<file path="config.mk">
export PLATFORM = sky130hd
export DESIGN_NAME = vga_frame_shadow
export DESIGN_NICKNAME = d
export VERILOG_FILES = /design/src/rtl/vga_frame_shadow.sv
export SDC_FILE = /design/constraint.sdc
export NUM_CORES = 1
export LEC_CHECK = 0
export CAP_MARGIN = 40
export CORE_MARGIN = 4
export CORE_UTILIZATION = 50
export CTS_CLUSTER_SIZE = 10
export DETAILED_ROUTE_END_ITERATION = 10
export GPL_ROUTABILITY_DRIVEN = 1
export HOLD_SLACK_MARGIN = 0.08
export PLACE_DENSITY = 0.75
export SYNTH_ARGS = -nofsm -noshare
export SYNTH_HDL_FRONTEND = slang
export SYNTH_SLANG_ARGS = --single-unit
</file>
<file path="constraint.sdc">
create_clock -name iVGA_CLK -period 3.2 [get_ports iVGA_CLK]
set_input_delay 0.48 -clock iVGA_CLK [delete_from_list [all_inputs] [get_ports iVGA_CLK]]
set_output_delay 0.48 -clock iVGA_CLK [all_outputs]
set_load 0.02 [all_outputs]
</file>
<file path="src/rtl/vga_frame_shadow.sv">
// vga_frame_shadow
//   Double-buffered game-state bank feeding the VGA controller. The game
//   processor writes a staging bank at any time and requests a commit. The
//   staging bank is copied to the active (output) bank only at the start of
//   vertical sync, so a frame never mixes old and new piece positions.
//   A free-running frame counter is kept for timing and debug.
//
// Ports
//   iVGA_CLK        pixel clock
//   iRST_n          asynchronous active-low reset
//   iVS             vertical sync (controller's registered oVS)
//   wr_en           staging write strobe
//   wr_addr         staging register index (0..10 mapped)
//   wr_data         staging write data
//   commit_req      single-cycle request to publish staging at next frame start
//   rd_addr         staging readback index
//   rd_data         combinational staging readback, 0 for unmapped indices
//   commit_pending  a commit waits for the next frame start
//   commit_done     one-cycle pulse in the cycle after the copy
//   frame_count     frame starts since reset, wraps
//   block1x..score, blockType, screenMode   active bank outputs
module vga_frame_shadow #(
   parameter bit          VS_ACTIVE_LOW = 1'b1,
   parameter int unsigned FRAME_CNT_W   = 16
) (
   input  logic                   iVGA_CLK,
   input  logic                   iRST_n,
   input  logic                   iVS,
   input  logic                   wr_en,
   input  logic [3:0]             wr_addr,
   input  logic [31:0]            wr_data,
   input  logic                   commit_req,
   input  logic [3:0]             rd_addr,
   output logic [31:0]            rd_data,
   output logic                   commit_pending,
   output logic                   commit_done,
   output logic [FRAME_CNT_W-1:0] frame_count,
   output logic [31:0]            block1x,
   output logic [31:0]            block1y,
   output logic [31:0]            block2x,
   output logic [31:0]            block2y,
   output logic [31:0]            block3x,
   output logic [31:0]            block3y,
   output logic [31:0]            block4x,
   output logic [31:0]            block4y,
   output logic [31:0]            score,
   output logic [31:0]            blockType,
   output logic [31:0]            screenMode
);

   localparam int unsigned NUM_REGS = 11;
   localparam logic [3:0]  LAST_ADDR = 4'd10;
   localparam logic        VS_ACTIVE = VS_ACTIVE_LOW ? 1'b0 : 1'b1;
   localparam logic        VS_IDLE   = ~VS_ACTIVE;

   logic [31:0]            staging_q [NUM_REGS];
   logic [31:0]            active_q  [NUM_REGS];
   logic                   vs_d;
   logic                   pending_q;
   logic                   done_q;
   logic [FRAME_CNT_W-1:0] frame_q;

   logic fs;
   logic do_copy;

   // Frame start: sync goes from idle to active level.
   assign fs      = (vs_d == VS_IDLE) && (iVS == VS_ACTIVE);
   assign do_copy = fs && pending_q;

   always_ff @(posedge iVGA_CLK or negedge iRST_n) begin
      if (!iRST_n) begin
         for (int i = 0; i < NUM_REGS; i++) begin
            staging_q[i] <= '0;
            active_q[i]  <= '0;
         end
         vs_d      <= VS_IDLE;
         pending_q <= 1'b0;
         done_q    <= 1'b0;
         frame_q   <= '0;
      end else begin
         vs_d   <= iVS;
         done_q <= do_copy;
         if (fs) begin
            frame_q <= frame_q + FRAME_CNT_W'(1);
         end
         // Non-blocking copy reads staging before any write on this same edge.
         if (do_copy) begin
            for (int i = 0; i < NUM_REGS; i++) begin
               active_q[i] <= staging_q[i];
            end
         end
         if (wr_en && (wr_addr <= LAST_ADDR)) begin
            staging_q[wr_addr] <= wr_data;
         end
         // A request on the copy edge re-arms for the following frame.
         if (commit_req) begin
            pending_q <= 1'b1;
         end else if (do_copy) begin
            pending_q <= 1'b0;
         end
      end
   end

   always_comb begin
      rd_data = '0;
      if (rd_addr <= LAST_ADDR) begin
         rd_data = staging_q[rd_addr];
      end
   end

   assign commit_pending = pending_q;
   assign commit_done    = done_q;
   assign frame_count    = frame_q;

   assign block1x    = active_q[0];
   assign block1y    = active_q[1];
   assign block2x    = active_q[2];
   assign block2y    = active_q[3];
   assign block3x    = active_q[4];
   assign block3y    = active_q[5];
   assign block4x    = active_q[6];
   assign block4y    = active_q[7];
   assign score      = active_q[8];
   assign blockType  = active_q[9];
   assign screenMode = active_q[10];

endmodule

</file>
==> Flow_metrics.wiki <==
{| class="wikitable"
! Metric !! Value
|-
| # H-tree levels || 3
|-
| Largest cells by area after synthesis || sky130_fd_sc_hd__dfrtp_1, sky130_fd_sc_hd__nand2_1, sky130_fd_sc_hd__mux2_2
|-
| Total power divided by cell area || 772.0 nW/um^2
|-
| Chip height || 253.3 um
|-
| Number of buffers between clock root and the deepest sink || 3
|-
| TritonCTS buffer count || 82
|-
| Result of the run || finished, final reports clean
|-
| Number of iterations in the first detailed-routing pass || 5
|-
| Number of flip-flops under the largest register name || 352
|-
| Fraction of registers with async set/reset || 100.0%
|-
| Library cell with the largest summed area after synthesis || sky130_fd_sc_hd__dfrtp_1
|-
| Row count || 89
|-
| Worst ir drop on vdd || 474.8 uV
|-
| Total GRT Usage || 30.83%
|-
| Cell-by-cell listing of the critical path || dlygate4sd2_1, or2_2, buf_12, o22ai_1, o32ai_1, buf_4, clkdlybuf4s50_1
|-
| Data arrival time of the critical path || 2.69 ns
|-
| Setup repair after global routing missed its margin || false
|-
| DRT antenna net count || 0
|-
| Min Clock Period, post-route || 3.165 ns
|-
| Most flops, register || staging_q
|-
| Maximum single-stage delay on the critical path || 0.60 ns
|-
| Kind of start point of the critical path || primary input
|-
| Share of the yosys chip area belonging to registers || 60.13%
|-
| Area share of the largest cell type after synthesis || 60.05%
|-
| Syn Nets || 2728
|-
| Count of state elements after synthesis || 723
|-
| Die area || 64170 um^2
|-
| GPL Wtd Cong || 0.9517
|-
| Combined area of all synthesized cells || 30090 um^2
|-
| Wire length of the first global-routing pass || 148.5 mm
|-
| Area used by multi-input combinational logic || 11170 um^2
|-
| Die span in x || 253.3 um
|-
| Internal power || 0.01963 W
|-
| Final count of hold timing violations || 0
|-
| Top delay family on crit path || buffers and inverters
|-
| Average wire length per cell after detail routing || 25.60 um
|-
| DR vias || 22420
|-
| Post-Layout Inst Area || 37790 um^2
|-
| Core Region || 59240 um^2
|-
| Mapped Avg Cell Area || 11.22 um^2
|-
| Post-CTS setup repair buffer count || 0
|-
| Max-cap check violation count || 0
|-
| Root buffer selected by CTS || sky130_fd_sc_hd__clkbuf_16
|-
| Register-to-Register Setup Slack || 1.16 ns
|-
| Share of total power in combinational logic || 27.3%
|-
| Highest-delay cell along the critical path || sky130_fd_sc_hd__clkdlybuf4s50_1
|-
| Final cycle utilization of the critical path || 98.91%
|-
| Buf/Inv on CP || 4
|-
| Clock power frac || 27.4%
|-
| Total power || 0.02917 W
|-
| Detailed-route wire length || 99.41 mm
|-
| Number of vias per cell after detailed routing || 5.773
|-
| Sequential Power Share || 45.4%
|-
| Library cells used by synthesis || 33
|-
| Antenna violations before repair || 5
|-
| Yosys warns || 0
|-
| Endpoint kind of the worst setup timing path || output pin
|-
| Final count of pins violating max slew || 0
|-
| Total area of sequential cells || 18090 um^2
|-
| Setup CP Type || primary input to output pin
|-
| Post-Place Cell Area || 35610 um^2
|-
| Area added between synthesis and finish || 25.58%
|-
| Maximum operating frequency || 0.3159 GHz
|-
| Relative max-transition margin || 36.73%
|-
| Drt drc || 0
|-
| Top FF cell, synth || sky130_fd_sc_hd__dfrtp_1
|-
| Share of cells above drive strength 1 || 18.43%
|-
| Setup Viol. Count Final || 0
|-
| Half-perimeter wire length after detailed placement || 70.83 mm
|-
| Fill cells || 4508
|-
| Initial core utilization || 50.79%
|-
| Post-Synthesis Cells || 2682
|-
| Switching power of the nets || 0.009542 W
|-
| Clock transition time at the flip-flop clock pins of the worst setup and hold paths || 0.05 ns
|-
| Path category of the worst min-delay check || primary input to flop
|-
| Gr ovfl total || 0
|-
| CP max FO || 23
|-
| EDFF count, synth || 0
|-
| Largest net degree at the start of global routing || 177
|-
| Count of buffers from port buffering || 446
|-
| Clk_lat worst skew || 0.62 ns
|-
| Total clock sinks || 723
|-
| Slew at the pin closest to its max-slew limit || 0.9490 ns
|-
| I/O pins || 447
|-
| Setup skew after layout || 0.02682 ns
|-
| Final #Nets || 3148
|-
| Required time of the critical path || 2.72 ns
|-
| Leakage power figure || 17.95 nW
|-
| TritonCTS clock tree || yes
|-
| Sw Ratio || 32.71%
|-
| Via count of the first global-routing pass || 23290
|-
| Initial DRC Count || 2017
|}
==> power groups by stage <==
stage               registers [W]  logic [W]  clock network, W
floorplan                  0.0139    0.00276                 0
global placement           0.0132    0.00776                 0
detailed placement         0.0133    0.00793                 0
CTS                        0.0132    0.00800           0.00808
global route               0.0134    0.00847           0.00846
finish                     0.0132    0.00795           0.00799
==> final timing paths <==
kind,cells after the start,start,end
worst max-delay path,7,rd_addr[2],rd_data[3]
worst min-delay path,1,iVS,vs_d$_DFF_PN1_
worst max register to register,6,vs_d$_DFF_PN1_,block3x[13]$_DFFE_PN0P_
worst min register to register,2,screenMode[12]$_DFFE_PN0P_,screenMode[12]$_DFFE_PN0P_
max in group asynchronous,3,iRST_n,score[30]$_DFFE_PN0P_
min in group asynchronous,2,iRST_n,block2x[24]$_DFFE_PN0P_
==> layout make-up <==
cell class / instances / share of cell area [%]
timing repair buffer: 530 / 14.33
clock inverter: 3 / 0.08941
clock buffer: 88 / 5.517
antenna: 2 / 0.01325
tap: 773 / 2.560
multi-input combinational: 1762 / 29.55
sequential: 723 / 47.89
inverter: 3 / 0.04967
==> per-stage QoR <==
stage	hold WS (ns)	setup TNS (ns)	util, %	setup slack [ns]	cells
global route	0.3350	0	63.77	0.001049	3882
CTS	0.3086	0	63.76	0.1020	3882
floorplan	0.1844	0	-	0.8455	2682
detailed placement	0.4602	-1.193	60.12	-0.1810	3790
global placement	0.4539	-0.7953	60.12	-0.1331	3790
finish	0.3415	0	63.78	0.03477	3884
==> cell usage in the layout, fill, tap and decap left out, types with 2 or more instances in the layout <==
master / Yosys / routed
sky130_fd_sc_hd__buf_12: 0 / 28
sky130_fd_sc_hd__xnor2_1: 9 / 9
sky130_fd_sc_hd__clkdlybuf4s50_1: 0 / 428
sky130_fd_sc_hd__nor2_4: 0 / 5
sky130_fd_sc_hd__a21oi_1: 32 / 32
sky130_fd_sc_hd__mux2i_1: 32 / 32
sky130_fd_sc_hd__nand3_1: 5 / 5
sky130_fd_sc_hd__o22ai_2: 0 / 5
sky130_fd_sc_hd__nand2b_1: 4 / 4
sky130_fd_sc_hd__and4_1: 2 / 2
sky130_fd_sc_hd__mux2_2: 337 / 337
sky130_fd_sc_hd__dfrtp_1: 722 / 722
sky130_fd_sc_hd__mux2_1: 80 / 80
sky130_fd_sc_hd__nand3b_1: 4 / 4
sky130_fd_sc_hd__nor2_1: 42 / 37
sky130_fd_sc_hd__o22ai_1: 32 / 27
sky130_fd_sc_hd__inv_1: 3 / 2
sky130_fd_sc_hd__nand4_1: 5 / 5
sky130_fd_sc_hd__nand2_1: 1064 / 1063
sky130_fd_sc_hd__nor3_1: 2 / 2
sky130_fd_sc_hd__xor2_1: 6 / 6
sky130_fd_sc_hd__inv_6: 0 / 2
sky130_fd_sc_hd__o32ai_1: 32 / 31
sky130_fd_sc_hd__nor2b_1: 34 / 33
sky130_fd_sc_hd__buf_4: 12 / 70
sky130_fd_sc_hd__mux4_2: 32 / 32
sky130_fd_sc_hd__diode_2: 0 / 2
sky130_fd_sc_hd__clkbuf_16: 0 / 82
sky130_fd_sc_hd__clkbuf_1: 87 / 5
==> kinds of logic after synthesis <==
| logic type | share of synthesized area (%) |
|---|---|
| simple gates | 15.12 |
| compound gates | 2.154 |
| flops | 60.13 |
| buf+inv | 3.044 |
| fa+ha+maj | 0.04158 |
| xor+xnor | 0.4366 |
| mux | 19.07 |
==> metal layers <==
layer  up-vias  wire, um  GRT usage, %
li1       9611         -             -
met1     11560     40070         41.41
met2      1048     46080         48.02
met3       203      8613         7.847
met4         4      4632         13.49
met5         -        23             0
==> repair_timing <==
| item | in CTS | in global routing |
|---|---|---|
| hold buffers | 1 | 0 |
| hold endpoints to repair | 31 | 0 |
| pin swaps | 0 | 0 |
| resized for setup | 6 | 1 |
| setup endpoints to repair | 11 | 1 |
==> cells in the mapped netlist, drive strengths merged, types with 3 or more instances <==
| cell | count |
|---|---|
| nor2b | 34 |
| o22ai | 32 |
| nor2 | 42 |
| nand4 | 5 |
| nand2 | 1064 |
| clkbuf | 87 |
| inv | 3 |
| mux2 | 417 |
| xnor2 | 9 |
| dfrtp | 722 |
| mux4 | 32 |
| nand3b | 4 |
| nand3 | 5 |
| mux2i | 32 |
| a21oi | 32 |
| nand2b | 4 |
| o32ai | 32 |
| xor2 | 6 |
| buf | 107 |
(Power assumes the default switching activity.)
